==> src/rtl/bypass_pkg.sv <==
// Shared types and constants for the bypass-bin burst decoder.
package bypass_pkg;

    typedef enum logic [1:0] {
        IDLE,
        DECODE,
        DONE
    } state_t;

    localparam int SCALE_SHIFT      = 7;
    localparam int RANGE_W          = 9;
    localparam int VALUE_W          = 16;
    localparam int DEFAULT_MAX_BINS = 16;

endpackage

==> src/rtl/bypass_bin_step.sv <==
// One equiprobable (bypass) arithmetic-decoder step: shifts a bitstream bit
// into the value and compares it against the scaled range.
module bypass_bin_step
    import bypass_pkg::*;
(
    input  logic [RANGE_W-1:0] range_i,
    input  logic [VALUE_W-1:0] value_i,
    input  logic               bit_i,
    output logic               bin_o,
    output logic [VALUE_W-1:0] value_o
);

    logic [VALUE_W-1:0] scaled;
    logic [VALUE_W:0]   shifted;
    logic [VALUE_W:0]   diff;

    // The 17-bit compare keeps the carried-out MSB of the shifted value visible.
    assign scaled  = {range_i, {SCALE_SHIFT{1'b0}}};
    assign shifted = {value_i, bit_i};
    assign diff    = shifted - {1'b0, scaled};
    assign bin_o   = (shifted >= {1'b0, scaled});
    assign value_o = bin_o ? diff[VALUE_W-1:0] : shifted[VALUE_W-1:0];

endmodule

==> src/rtl/bypass_burst_ctrl.sv <==
// Burst sequencer for bypass bins: one bitstream bit and one bin per cycle.
// Optional saturating perf counters are enabled by the BYPASS_PERF_CNT_EN macro.
module bypass_burst_ctrl
    import bypass_pkg::*;
#(
    parameter int MAX_BINS = DEFAULT_MAX_BINS,
    parameter int CNT_W    = $clog2(MAX_BINS + 1)
) (
    input  logic                clk,
    input  logic                rst_n,
    input  logic                req_valid,
    output logic                req_ready,
    input  logic [CNT_W-1:0]    req_num_bins,
    input  logic [RANGE_W-1:0]  req_range,
    input  logic [VALUE_W-1:0]  req_value,
    input  logic                bit_valid,
    input  logic                bit_data,
    output logic                bit_ready,
    output logic                res_valid,
    input  logic                res_ready,
    output logic [MAX_BINS-1:0] res_bins,
    output logic [CNT_W-1:0]    res_num_bins,
    output logic [VALUE_W-1:0]  res_value,
    output logic [31:0]         perf_bins,
    output logic [31:0]         perf_stall
);

    state_t              state_q;
    logic [RANGE_W-1:0]  range_q;
    logic [VALUE_W-1:0]  value_q;
    logic [MAX_BINS-1:0] bins_q;
    logic [CNT_W-1:0]    numBins_q;
    logic [CNT_W-1:0]    remain_q;

    logic [CNT_W-1:0]    clampedNum_d;
    logic                stepBin;
    logic [VALUE_W-1:0]  stepValue;

    assign clampedNum_d = (req_num_bins > CNT_W'(MAX_BINS)) ? CNT_W'(MAX_BINS) : req_num_bins;

    bypass_bin_step u_step (
        .range_i (range_q),
        .value_i (value_q),
        .bit_i   (bit_data),
        .bin_o   (stepBin),
        .value_o (stepValue)
    );

    always_ff @(posedge clk) begin
        if (!rst_n) begin
            state_q   <= IDLE;
            range_q   <= '0;
            value_q   <= '0;
            bins_q    <= '0;
            numBins_q <= '0;
            remain_q  <= '0;
        end else begin
            case (state_q)
                IDLE: begin
                    if (req_valid) begin
                        range_q   <= req_range;
                        value_q   <= req_value;
                        bins_q    <= '0;
                        numBins_q <= clampedNum_d;
                        remain_q  <= clampedNum_d;
                        state_q   <= (clampedNum_d == '0) ? DONE : DECODE;
                    end
                end
                DECODE: begin
                    if (bit_valid) begin
                        value_q  <= stepValue;
                        bins_q   <= {bins_q[MAX_BINS-2:0], stepBin};
                        remain_q <= remain_q - 1'b1;
                        if (remain_q == CNT_W'(1)) begin
                            state_q <= DONE;
                        end
                    end
                end
                DONE: begin
                    if (res_ready) begin
                        state_q <= IDLE;
                    end
                end
                default: state_q <= IDLE;
            endcase
        end
    end

    // bit_ready is masked by reset so the fetch unit never loses a bit to a reset cycle.
    assign req_ready    = (state_q == IDLE);
    assign bit_ready    = (state_q == DECODE) && rst_n;
    assign res_valid    = (state_q == DONE);
    assign res_bins     = bins_q;
    assign res_num_bins = numBins_q;
    assign res_value    = value_q;

`ifdef BYPASS_PERF_CNT_EN
    logic [31:0] perfBins_q;
    logic [31:0] perfStall_q;

    always_ff @(posedge clk) begin
        if (!rst_n) begin
            perfBins_q  <= '0;
            perfStall_q <= '0;
        end else if (state_q == DECODE) begin
            if (bit_valid && (perfBins_q != 32'hFFFF_FFFF)) begin
                perfBins_q <= perfBins_q + 32'd1;
            end
            if (!bit_valid && (perfStall_q != 32'hFFFF_FFFF)) begin
                perfStall_q <= perfStall_q + 32'd1;
            end
        end
    end

    assign perf_bins  = perfBins_q;
    assign perf_stall = perfStall_q;
`else
    assign perf_bins  = '0;
    assign perf_stall = '0;
`endif

endmodule
==> config.mk <==
export PLATFORM = sky130hd
export DESIGN_NAME = bypass_burst_ctrl
export DESIGN_NICKNAME = d
export VERILOG_FILES = /design/src/rtl/bypass_pkg.sv /design/src/rtl/bypass_bin_step.sv /design/src/rtl/bypass_burst_ctrl.sv
export SDC_FILE = /design/constraint.sdc
export NUM_CORES = 1
export LEC_CHECK = 0
export CORE_MARGIN = 3
export CORE_UTILIZATION = 25
export DETAILED_ROUTE_END_ITERATION = 12
export PLACE_DENSITY_LB_ADDON = 0.05
export SLEW_MARGIN = 20
export SYNTH_ARGS = -nofsm -noshare
export SYNTH_HDL_FRONTEND = slang
export SYNTH_SLANG_ARGS = --single-unit
==> constraint.sdc <==
create_clock -name clk -period 3.4 [get_ports clk]
set_input_delay 0.68 -clock clk [delete_from_list [all_inputs] [get_ports clk]]
set_output_delay 0.68 -clock clk [all_outputs]
set_load 0.02 [all_outputs]
==> results of run 1 <==
[stage by stage]
step | std cells | utilization, % | total power, mW | setup WS, ns
final | 666 | 32.5 | 1.89 | 0.822
after global routing | 666 | 32.5 | 2.01 | 0.772
after CTS | 666 | 32.5 | 1.92 | 0.810
after detailed placement | 659 | 31.4 | 1.37 | 0.763
after global placement | 659 | 31.4 | 1.38 | 0.828
after floorplan | 493 | - | 1.21 | 1.17
[placed cells by master, fill, tap and decap left out, types with 2 or more instances in the layout]
cell	Yosys	layout
xor2_1	2	2
and2_1	4	4
o21ai_1	6	6
buf_4	64	6
nor4_1	3	3
o22ai_1	2	2
or2_2	2	2
o31a_1	2	2
nand3_1	29	29
nor2_1	14	14
nand2_1	74	74
or3_1	2	2
conb_1	1	64
nor2b_1	7	7
o21ai_0	9	9
and3_1	4	4
xnor2_1	5	5
dfxtp_1	53	53
a21boi_0	3	3
mux2i_1	2	2
nand3b_1	3	3
nor3_1	5	5
clkdlybuf4s50_1	0	75
nand2b_1	3	3
ha_1	11	11
a21oi_1	16	15
o211a_1	6	6
inv_1	14	14
o211ai_1	3	3
o311ai_1	2	2
clkbuf_16	0	5
a21boi_1	29	29
a21o_1	2	2
a31oi_1	5	5
nand4_1	2	2
[cell families (layout without fill, tap and decap cells)]
| logic type | count (synthesis) | in the layout | synth area share (%) |
|---|---|---|---|
| muxes | 2 | 2 | 0.596 |
| xor gates and xnor gates | 7 | 7 | 1.82 |
| buffers and inverters | 101 | 102 | 18.8 |
| adders and majority gates | 12 | 12 | 4.69 |
| DFF | 53 | 53 | 31.6 |
| AOI/OAI and AO/OA | 94 | 94 | 19.6 |
| and+or+nand+nor | 160 | 160 | 22.8 |
| other | 1 | 64 | 0.112 |
[per-layer routing]
layer | vias up | global-route usage (%)
li1 | 1461 | -
met1 | 1363 | 17.7
met2 | 94 | 20.0
met3 | 8 | 4.50
met4 | 0 | 3.15
met5 | - | 0
[area by class of cell]
type	count	share of cell area, %
multi-input combinational	339	45.8
sequential	53	25.3
timing repair buffer	81	19.0
tap	172	5.14
clock buffer	6	3.32
inverter	14	1.26
clock inverter	1	0.179
[path summary, 6_finish.rpt]
path,startpoint,endpoint,slack (ns),cells past startpoint
max,rst_n,bit_ready,0.82,3
min,res_num_bins[2],res_num_bins[2],0.45,2
max reg2reg,res_value[6],res_value[12],1.00,9
min reg2reg,res_num_bins[2],res_num_bins[2],0.45,2
[sequential cells by signal, summed over array words and instances (netlist names)]
name,count
res_num_bins,5
remain_q,5
res_value,16
res_bins,16
state_q,2
range_q,9
[worst max-delay path, delay by kind of cell]
| kind | cells | cell delay (ns) |
|---|---|---|
| buf+inv | 2 | 1.08 |
| simple gates | 1 | 0.14 |
[report_power, final]
group          total (mW)  internal [mW]  switching [mW]
combinational       0.651          0.262           0.389
clock               0.538          0.290           0.247
sequential          0.703          0.660          0.0432
==> out/results.tsv, run 1 <==
metric	value	unit
start_kind	input pin	
worst-slew-pin-transition	0.850	ns
outcome	finished, final reports clean	
grt_pass1_wl	15400	um
die_height	122	um
synth_commonest_cells	nand2_1, buf_4, dfxtp_1	
h_tree_levels	2	
synth_cell_type_count	55	
fillers	1396	
finalNetCount	542	
remaining_drc_errors	0	
fin_worst_skew	0.00692	ns
cts_tree	done	
max_slew_violation_count	0	
post_synth.cell_area_avg	7.81	um2
worst_path_most_repeated_cell	clkdlybuf4s50_1	
antenna_found_initial	0	
multi_input_area	1920	um2
report.final.setup_viol	0	
vdd_drop_max	0.173	mV
maxcap_viol_count	0	
postCtsHoldBufs	0	
routedWlPerCell	14.5	um
slowest_stage	clkdlybuf4s50_1	
final_design_area_no_fill	4190	um2
totalNegativeSetupSlack	0	ns
worst-path-max-fanout	2	
yosys_register_bits	53	
gp_congestion	0.774	
synth_flop_cell	dfxtp_1	
worstSkewPairLatency	0.30	ns
netlist_top_cells_area	dfxtp_1, buf_4, nand2_1, a21boi_1, nand3_1	
post_cts_resize_count	0	
clkTransAtPathRegs	0.07	ns
synth_edf_count	0	
cts_sinks	53	
die-area	14900	um2
wl_met3	778	um
route.final.wire_length	9630	um
cp_data_required_time	2.72	ns
die_w	122	um
postCtsSetupBuffers	0	
first_pass_iters	4	
post_synth_instance_area	3360	um2
cts.root.buffer_cell	clkbuf_16	
grt.total_usage	13.1	%
placeableCoreArea	12900	um2
floorplan.io_pins	140	
drtIter0Drc	96	
floorplan.initialDensity	26.1	%
rsz_0062_raised_after_global_routing	false	
leakagePower	1.69	nW
std_cell_rows	41	
via_count_of_the_first_global_routing_pass	2877	
wl_met2	4260	um
crit_path_max_incr_delay	0.61	ns
routedLengthMet1	4500	um
drive_gt1_share	4.86	%
antennaDiodeCount	0	
cts_max_path_buffers	2	
regArea	1060	um2
highest-signal-layer	met4	
critPathCaptureType	output pin	
synthesis.instances	430	
hold_path.class	flop to flop	
max_slew_margin	43.3	%
synth-warning-count	0	
hold_viol_final	0	
io_buffers	75	
worstPathCellList	clkdlybuf4s50_1 > and2_1 > clkdlybuf4s50_1	
route.antenna.remaining_nets	0	
power_density	452	nW/um2
criticalPathCategory	input pin to output pin	
period_minus_slack	2.58	ns
synth_async_sr_flop_share	0	%
fin_worst_hold_slack	0.452	ns
ys_seq_area_share	31.6	%
postPlaceCellArea	4040	um2
critPathArrivalTime	1.90	ns
num_vias	2926	
gr-total-overflow	0	
fin_crit_sh	75.8	%
netlist.top_cell.by_area	dfxtp_1	
max_clock_freq	388	MHz
post-synth-top-area-fraction	31.6	%
area.growth.synth_to_final	24.6	%
cts_made_buffers	5	
cell_with_the_most_instances_after_synthesis	nand2_1	
avgViaCountPerCell	4.39	
hpwl	6940	um
grt_start_max_net_pins	57	
No activity file was read; power rests on OpenSTA's default activity.
==> run 2: changes to the inputs <==
clock period = 2.5 ns   (was 3.4 ns; I/O delays follow)
==> out/results.tsv, run 2 (synthesis gave the netlist of run 1 again) <==
metric	value	unit
slowest_stage	dfxtp_1	
worst-path-max-fanout	10	
gp_congestion	0.810	
post_cts_resize_count	0	
worst-slew-pin-transition	0.612	ns
h_tree_levels	2	
clkTransAtPathRegs	0.07	ns
critPathArrivalTime	1.78	ns
cts_sinks	53	
grt_pass1_wl	15200	um
hold_path.class	flop to flop	
avgViaCountPerCell	4.36	
report.final.setup_viol	0	
cp_data_required_time	2.00	ns
routedWlPerCell	14.6	um
num_vias	2909	
io_buffers	75	
route.antenna.remaining_nets	0	
critical_path.top_delay_family	flip-flops	
crit_path_max_incr_delay	0.55	ns
vdd_drop_max	0.193	mV
dp.cells	660	
placeableCoreArea	12900	um2
start_kind	flop	
max_slew_margin	59.2	%
final_core_utilization	32.7	%
totalNegativeSetupSlack	0	ns
cts_max_path_buffers	2	
remaining_drc_errors	0	
antennaDiodeCount	0	
period_minus_slack	2.28	ns
die_w	122	um
power_density	611	nW/um2
leakagePower	1.70	nW
worstSkewPairLatency	0.30	ns
finalNetCount	543	
layout.cells.most_common	clkdlybuf4s50_1	
design_power_total	2.58	mW
critPathCaptureType	output pin	
floorplan.initialDensity	26.1	%
die-area	14900	um2
hold_viol_final	0	
first_pass_iters	4	
postCtsHoldBufs	0	
worstPathCellList	and2b_1 > and2_1 > clkdlybuf4s50_1	
grt_start_max_net_pins	57	
drive_gt1_share	4.85	%
cts.root.buffer_cell	clkbuf_16	
cts_made_buffers	5	
grt.total_usage	13.0	%
hpwl	6960	um
via_count_of_the_first_global_routing_pass	2788	
finalNonFillerCells	667	
cts_tree	done	
maxcap_viol_count	0	
drtIter0Drc	123	
antenna_found_initial	0	
criticalPathCategory	flop to output pin	
max_slew_violation_count	0	
final_cell_mix	clkdlybuf4s50_1, nand2_1, conb_1	
gr-total-overflow	0	
cp.buffers_inverters	1	
die_height	122	um
outcome	finished, final reports clean	
floorplan.io_pins	140	
max_clock_freq	438	MHz
fillers	1428	
route.final.wire_length	9720	um
fin_worst_skew	0.00452	ns
rsz_0062_raised_after_global_routing	false	
postCtsSetupBuffers	0	
area.growth.synth_to_final	25.5	%
std_cell_rows	41	
fin_crit_sh	91.3	%
==> run 2: cell types whose count changed in the layout (fill, tap and decap cells not counted), sizes merged <==
cell	before	now
buf	6	7
clkinvlp	1	0
clkbuf	6	7
==> run 2: path summary, 6_finish.rpt <==
path,to,startpoint,slack (ns),cells past startpoint
min reg2reg,res_num_bins[3],res_num_bins[3],0.45,2
max reg2reg,res_value[12],res_value[6],0.23,9
max,bit_ready,state_q[1],0.22,3
min,res_num_bins[3],res_num_bins[3],0.45,2
==> run 2: where the power goes <==
group	switching, mW	internal [mW]	leakage [nW]	total (mW)
Combinational	0.534	0.367	1.20	0.901
Clock	0.323	0.395	0.0700	0.719
Sequential	0.0592	0.898	0.433	0.957
Total	0.916	1.66	1.70	2.58
==> run 2: layout make-up <==
class	instances	area [um2]	share of cell area (%)
clock buffer	7	143	3.38
inverter	14	52.6	1.25
multi-input combinational	339	1920	45.4
sequential	53	1060	25.2
tap	172	215	5.11
timing repair buffer	82	828	19.6
==> run 2: routing by layer <==
layer | up-vias | global-route usage (%) | routed length (um)
met5 | - | 0 | 0
met4 | 0 | 2.94 | 82
met3 | 7 | 4.13 | 721
met2 | 93 | 19.4 | 4220
met1 | 1338 | 18.5 | 4700
li1 | 1471 | - | -
==> run 2: worst reg2reg max path: stages, from the launching register on <==
cell and delay [ns]:
dfxtp_1 0.34, inv_1 0.07, ha_1 0.23, fa_1 0.41, nand2b_1 0.19, a21oi_2 0.21, o2111ai_2 0.23, nand2_2 0.20
mux2i_1 0.21, o21ai_1 0.07
==> run 2: metrics by stage <==
step	area [um2]	setup WS (ns)	hold slack, ns
6_report	4220	0.218	0.450
5_1_grt	4220	0.0586	0.477
4_1_cts	4220	0.204	0.456
3_5_place_dp	4070	0.257	0.448
3_3_place_gp	4070	0.292	0.443
2_1_floorplan	3600	0.273	0.435
==> run 3: changes to the inputs <==
CAP_MARGIN = 20   (was unset)
CORE_UTILIZATION = 35   (was 25)
==> out/results.tsv, run 3 (synthesis gave the netlist of run 1 again) <==
metric	value	unit
dp.cells	618	
start_kind	flop	
h_tree_levels	2	
route.antenna.remaining_nets	0	
die_height	104	um
fin_worst_skew	0.00562	ns
hold_viol_final	0	
cp_data_required_time	2.70	ns
max_slew_violation_count	0	
gr-total-overflow	0	
cts_tree	done	
cts.root.buffer_cell	clkbuf_8	
hold_path.class	flop to flop	
critPathCaptureType	flop	
area.growth.synth_to_final	22.4	%
postCtsSetupBuffers	0	
crit_path_max_incr_delay	0.40	ns
report.final.setup_viol	0	
remaining_drc_errors	0	
maxcap_viol_count	0	
fin_crit_sh	92.6	%
fin_worst_setup_slack	0.184	ns
rsz_0062_raised_after_global_routing	false	
die_w	104	um
via_count_of_the_first_global_routing_pass	2682	
pre_cts_ws	0.209	ns
hpwl	6250	um
period_minus_slack	2.32	ns
p_switching	0.872	mW
critPathArrivalTime	2.51	ns
totalNegativeSetupSlack	0	ns
postPlaceCellArea	4010	um2
io_buffers	75	
finalNetCount	544	
std_cell_rows	35	
drive_gt1_share	5.44	%
grt_start_max_net_pins	57	
num_vias	2912	
criticalPathCategory	flop to flop	
postCtsHoldBufs	0	
internal-power	1.55	mW
critical_path.top_delay_family	adder cells	
cp.buffers_inverters	1	
avgViaCountPerCell	4.66	
placeableCoreArea	9280	um2
die-area	10800	um2
worst-slew-pin-transition	0.570	ns
route.final.wire_length	8680	um
max_slew_margin	62.0	%
switching_share	35.9	%
cts_max_path_buffers	2	
leakagePower	1.69	nW
slowest_stage	fa_1	
worstSkewPairLatency	0.30	ns
vdd_drop_max	0.210	mV
grt.total_usage	15.1	%
grt_pass1_wl	13600	um
gp_congestion	0.856	
floorplan.initialDensity	36.2	%
pwr-share-seq	39.3	%
final_design_area_no_fill	4110	um2
drtIter0Drc	144	
worst-path-max-fanout	6	
clkTransAtPathRegs	0.10	ns
floorplan.io_pins	140	
cts_made_buffers	5	
post_cts_resize_count	0	
worstPathCellList	inv_1 > ha_1 > fa_1 > nand2b_1 > a21oi_2 > o2111ai_2 > nand2_2 > mux2i_1 > o21ai_1	
first_pass_iters	4	
final_cell_mix	nand2_1, clkdlybuf4s50_1, conb_1	
max_clock_freq	432	MHz
power_density	590	nW/um2
antenna_found_initial	0	
part_of_the_power_in_combinational_logic	36.8	%
p_clk_share	23.9	%
outcome	finished, final reports clean	
finalNonFillerCells	625	
antennaDiodeCount	0	
routedWlPerCell	13.9	um
cts_sinks	53	
[run 3: metrics by stage]
stage	power, mW	utilization [%]	hold WS [ns]
floorplan	1.65	-	0.435
finish	2.43	44.3	0.457
CTS	2.45	44.3	0.459
global route	2.58	44.3	0.472
detailed placement	1.86	43.2	0.445
global placement	1.86	43.2	0.440
[run 3: path summary, 6_finish.rpt]
check / slack [ns] / cells past startpoint / from / to
worst min register to register: 0.46 / 2 / res_bins[15] / res_bins[15]
worst max register to register: 0.18 / 9 / res_value[6] / res_value[13]
worst max-delay path: 0.18 / 9 / res_value[6] / res_value[13]
worst min-delay path: 0.46 / 2 / res_bins[15] / res_bins[15]
[run 3: cell type report]
cell class              instances  area, um2
repair buffers                 83        818
well taps                     129        161
inverters                      14       52.6
multi-input cells             339       1920
fillers                       955       5170
clock inverters                 2       35.0
flip-flops and latches         53       1060
clock buffers                   5       68.8
[run 3: metal layers]
metal	wire length, um	vias up	global-route usage, %
met5	0	-	0
met2	3850	112	24.0
met4	91	0	3.42
met1	4060	1329	20.2
met3	682	9	4.35
li1	-	1462	-
[run 3: power by group through the flow]
| stage | clock network (mW) | registers, mW | logic, mW |
|---|---|---|---|
| 5_1_grt | 0.645 | 0.963 | 0.968 |
| 3_3_place_gp | 0 | 0.973 | 0.886 |
| 3_5_place_dp | 0 | 0.973 | 0.885 |
| 4_1_cts | 0.607 | 0.954 | 0.892 |
| 2_1_floorplan | 0 | 1.00 | 0.651 |
| 6_report | 0.580 | 0.953 | 0.893 |
[run 3: worst register-to-register path, delay by kind of cell, from the launching register on]
kind            cells  cell delay [ns]
fa+ha+maj           2             0.62
compound gates      3             0.50
simple gates        2             0.40
flops               1             0.37
mux                 1             0.24
buf+inv             1             0.07
